### src/rtl/id_ex_pipe.sv
// ID/EX pipeline register with load-use hazard detection
// and a saturating bubble counter for performance monitoring.
module id_ex_pipe (
    input  logic        clk,
    input  logic        reset,
    input  logic [1:0]  ResultSrcD,
    input  logic        MemWriteD,
    input  logic        ALUSrcD,
    input  logic        RegWriteD,
    input  logic        JalrD,
    input  logic        JumpD,
    input  logic        BranchD,
    input  logic [3:0]  ALUControlD,
    input  logic [2:0]  funct3D,
    input  logic [31:0] RD1D,
    input  logic [31:0] RD2D,
    input  logic [31:0] PCD,
    input  logic [31:0] PCPlus4D,
    input  logic [31:0] ImmExtD,
    input  logic [4:0]  Rs1D,
    input  logic [4:0]  Rs2D,
    input  logic [4:0]  RdD,
    input  logic        ValidD,
    input  logic        StallE,
    input  logic        FlushE,
    input  logic        BubbleCntClr,
    output logic [1:0]  ResultSrcE,
    output logic        MemWriteE,
    output logic        ALUSrcE,
    output logic        RegWriteE,
    output logic        JalrE,
    output logic        JumpE,
    output logic        BranchE,
    output logic [3:0]  ALUControlE,
    output logic [2:0]  funct3E,
    output logic [31:0] RD1E,
    output logic [31:0] RD2E,
    output logic [31:0] PCE,
    output logic [31:0] PCPlus4E,
    output logic [31:0] ImmExtE,
    output logic [4:0]  Rs1E,
    output logic [4:0]  Rs2E,
    output logic [4:0]  RdE,
    output logic        ValidE,
    output logic        lwStall,
    output logic [15:0] BubbleCnt
);

    localparam int W = 191;

    logic [W-1:0] r_e;
    logic [W-1:0] w_d;
    logic [15:0]  r_cnt;
    logic         w_lw;
    logic         w_bubble;

    assign w_d = {ResultSrcD, MemWriteD, ALUSrcD, RegWriteD,
                  JalrD, JumpD, BranchD, ALUControlD, funct3D,
                  RD1D, RD2D, PCD, PCPlus4D, ImmExtD,
                  Rs1D, Rs2D, RdD, ValidD};

    assign {ResultSrcE, MemWriteE, ALUSrcE, RegWriteE,
            JalrE, JumpE, BranchE, ALUControlE, funct3E,
            RD1E, RD2E, PCE, PCPlus4E, ImmExtE,
            Rs1E, Rs2E, RdE, ValidE} = r_e;

    assign w_lw = ValidE & RegWriteE & (ResultSrcE == 2'b01)
                & (RdE != 5'd0) & ValidD
                & ((RdE == Rs1D) | (RdE == Rs2D));

    // A held load must stay in EX, so stall suppresses the hazard bubble
    assign w_bubble = FlushE | (w_lw & ~StallE);

    assign lwStall   = w_lw;
    assign BubbleCnt = r_cnt;

    always_ff @(posedge clk or negedge reset) begin
        if (!reset) begin
            r_e <= '0;
        end else if (w_bubble) begin
            r_e <= '0;
        end else if (!StallE) begin
            r_e <= w_d;
        end
    end

    always_ff @(posedge clk or negedge reset) begin
        if (!reset) begin
            r_cnt <= '0;
        end else if (BubbleCntClr) begin
            r_cnt <= '0;
        end else if (w_bubble && (r_cnt != 16'hFFFF)) begin
            r_cnt <= r_cnt + 16'd1;
        end
    end

endmodule

### config.mk
export PLATFORM = sky130hd
export DESIGN_NAME = id_ex_pipe
export DESIGN_NICKNAME = d
export VERILOG_FILES = /design/src/rtl/id_ex_pipe.sv
export SDC_FILE = /design/constraint.sdc
export NUM_CORES = 1
export LEC_CHECK = 0
export CAP_MARGIN = 20
export CORE_AREA = 2 2 155 157
export DETAILED_ROUTE_END_ITERATION = 7
export DIE_AREA = 0 0 157 159
export PLACE_DENSITY_LB_ADDON = 0.08
export REMOVE_ABC_BUFFERS = 1
export SLEW_MARGIN = 15
export SYNTH_ARGS = -nofsm -noshare
export SYNTH_HDL_FRONTEND = slang
export SYNTH_SLANG_ARGS = --single-unit
### constraint.sdc
create_clock -name clk -period 3 [get_ports clk]
set_clock_uncertainty 0.15 [all_clocks]
set_input_delay 0.45 -clock clk [delete_from_list [all_inputs] [get_ports clk]]
set_output_delay 0.45 -clock clk [all_outputs]
set_load 0.02 [all_outputs]
==> out/qor.txt <==
Root buf cell - clkbuf_16
Endpoints failing setup - 0
CORE AREA - 23190 sq um
GRT Overall Usage - 23.12%
# Max-Cap Violations - 0
Die Area - 24960 sq um
Total number of vias - 8402
Hold path depth - 2
Starting density of the core - 40.01%
Die height - 159 microns
Relative slew margins - 28.56%
WP data required - 2400 ps
Register area share after synthesis - 55.83%
Final hold viol count - 0
Final period util - 92.29%
R2R Setup Slk - 440 ps
PD cells - 507.7 nW/um^2
Ratio of cells with drive above 1 in the final layout - 5.142%
Via density - 5.046
Worst-Skew Late Latency - 520 ps
Clk slew on worst S/H paths - 60 ps
RSZ-0062 raised after global routing - no
Part of the power in combinational logic - 16.1%
Synth cell types - 35
Largest net degree at the start of global routing - 288
Total wire length - 29.79 mm
Sequential power share - 41.1%
Fin crit period - 2769 ps
Rows - 56
Post-synth EDFFs - 0
Gpl congestion - 0.7826
Slew @ Worst Pin - 1072 ps
Die width - 157 microns
Max-slew violations - 0
Cells after DPL - 1611
Synth Instances - 964
Final Util - 62.15%
Worst Hold Launch - FlushE
Hold path endpoint - r_e[119]$_DFFE_PN0P_
Dpl hpwl - 19.58 mm
Status - finished, final reports clean
Avg WL per Cell - 17.89 microns
CP arrival - 2170 ps
Worst Setup Start Kind - flip-flop
Avg Cell Area, Syn - 9.625 sq um
Final setup TNS - 0 ps
H-Tree Level Count - 1
Most common cell in the netlist - dfrtp_1
Worst Path Class, Setup - reg2out
P_leak - 0.005836 uW
Area delta synth->final - 55.34%
CP endpoint kind - primary output
Cts repair resizes - 0
FMAX - 0.3612 GHz
DRC viols - 0
Global-route wire length before repair - 46.20 mm
Post-synth top area share - 55.83%
Post-place instance area - 13510 sq um
Switch share - 24.98%
RR Startpoint - r_e[2]$_DFFE_PN0P_
Synth cell count leaders - dfrtp_1 (207), a21oi_1 (201), nand2_1 (198), nand3b_1 (191), clkbuf_1 (65)
Worst Reg2Reg Path Length in Cells - 7
CTS tree - built
Hold Crit Class - in2reg
Top cells by area, synth - dfrtp_1 (56%), nand3b_1 (15%), a21oi_1 (11%), nand2_1 (8.0%), clkbuf_1 (2.6%)
Post-synthesis cell area - 9279 sq um
Total clock sinks - 207
Fin nets - 1521
Worst R2R End - r_e[16]$_DFFE_PN0P_
Yosys reg bits - 207
Total power - 7318 uW
Antenna violations before repair - 4
Clock share of power - 42.8%
Post-route cell area - 14410 sq um
Worst Path Max Fanout - 9
Max clock buf depth - 3
CTS Buf Count - 24
I/O pin count - 404
Initial DRT Pass Iterations - 5
Top_reg_cell synth - dfrtp_1
Max VDD drop - 532.7 uV
P_sw - 1828 uW
Gr ovfl total - 0
Async SR Flop Fraction - 100.0%
YS warnings - 0
Post-route ant nets - 0
Fin cells - 1665
Number of DRC markers in iteration 0 - 541
IO Port Bufs - 403
Area leader, netlist - dfrtp_1
Vias in the first global route - 8278
Cell Int Power - 5490 uW
## per-layer routing
layer / global-route usage (%) / wire (microns) / vias up
met5: 0 / 0 / -
li1: - / - / 4042
met1: 28.58 / 11830 / 4009
met3: 8.193 / 2667 / 51
met4: 8.465 / 924 / 0
met2: 37.26 / 14370 / 300
## critical path: stages (launching register included)
cell	delay, ps
dfrtp_1	450
or4_1	530
o211ai_1	220
nand2b_4	230
inv_1	60
buf_4	160
## placed cells by master, fill, tap and decap left out, drive strengths merged, types with 2 or more instances in the layout
| master | count |
|---|---|
| or3 | 11 |
| nand2 | 198 |
| dfrtp | 207 |
| clkdlybuf4s50 | 399 |
| o21ai | 11 |
| diode | 4 |
| nand3b | 191 |
| buf | 20 |
| clkinv | 5 |
| bufinv | 4 |
| o31ai | 2 |
| a21oi | 205 |
| xnor2 | 10 |
| nand4 | 5 |
| nor2 | 4 |
| nand3 | 9 |
| or4 | 4 |
| inv | 4 |
| clkbuf | 36 |
| o22ai | 2 |
## cell families after synthesis
group | count (synthesis) | synth area share (%)
AO/OA/AOI/OAI | 222 | 12.42
multiplexers | 2 | 0.2292
XOR/XNOR | 11 | 1.038
AND/OR/NAND/NOR | 429 | 26.11
flip-flops | 207 | 55.83
buffers and inverters | 92 | 4.247
adder cells (fa/ha/maj) | 1 | 0.1348
## worst max-delay path by stage
stage | start | end | cells after the start
detailed placement | Rs2D[0] | r_e[79]$_DFFE_PN0P_ | 9
floorplan | r_e[2]$_DFFE_PN0P_ | lwStall | 4
CTS | r_e[2]$_DFFE_PN0P_ | lwStall | 5
global route | r_e[2]$_DFFE_PN0P_ | lwStall | 5
finish | r_e[2]$_DFFE_PN0P_ | lwStall | 5
global placement | Rs1D[2] | r_e[149]$_DFFE_PN0P_ | 9
## what timing repair did
action                     4_1_cts  5_1_grt
hold buffers                     1        0
setup endpoints to repair        0        1
hold endpoints to repair        60        0
buffers inserted                 0        5
## through the flow
step                      worst slack, ps  hold WS (ps)
after floorplan                     -2904         4.409
after global placement              396.5         337.6
after detailed placement            365.3         334.7
after CTS                           58.66         168.4
after global routing                107.8         177.2
final                               231.3         176.2
## state kept, by name, summed over array words and instances (netlist names)
signal / count
BubbleCnt: 16
r_e: 191
## power groups by stage
stage                     Combinational, uW  Sequential (uW)  Clock [uW]
after floorplan                         228             3220           0
after global placement                 1180             3050           0
after detailed placement               1180             3060           0
after CTS                              1190             3010        3210
after global routing                   1270             3030        3340
final                                  1170             3010        3130
## layout make-up
type,instances,area [sq um]
Timing Repair Buffer,422,4248
Fill cell,2003,8778
Clock buffer,34,689.4
Antenna cell,4,10.01
Multi-Input combinational cell,665,3712
Clock inverter,10,160.2
Sequential cell,207,5180
Inverter,4,15.01
Tap cell,319,399.1
Power figures use the tool's default switching activity.
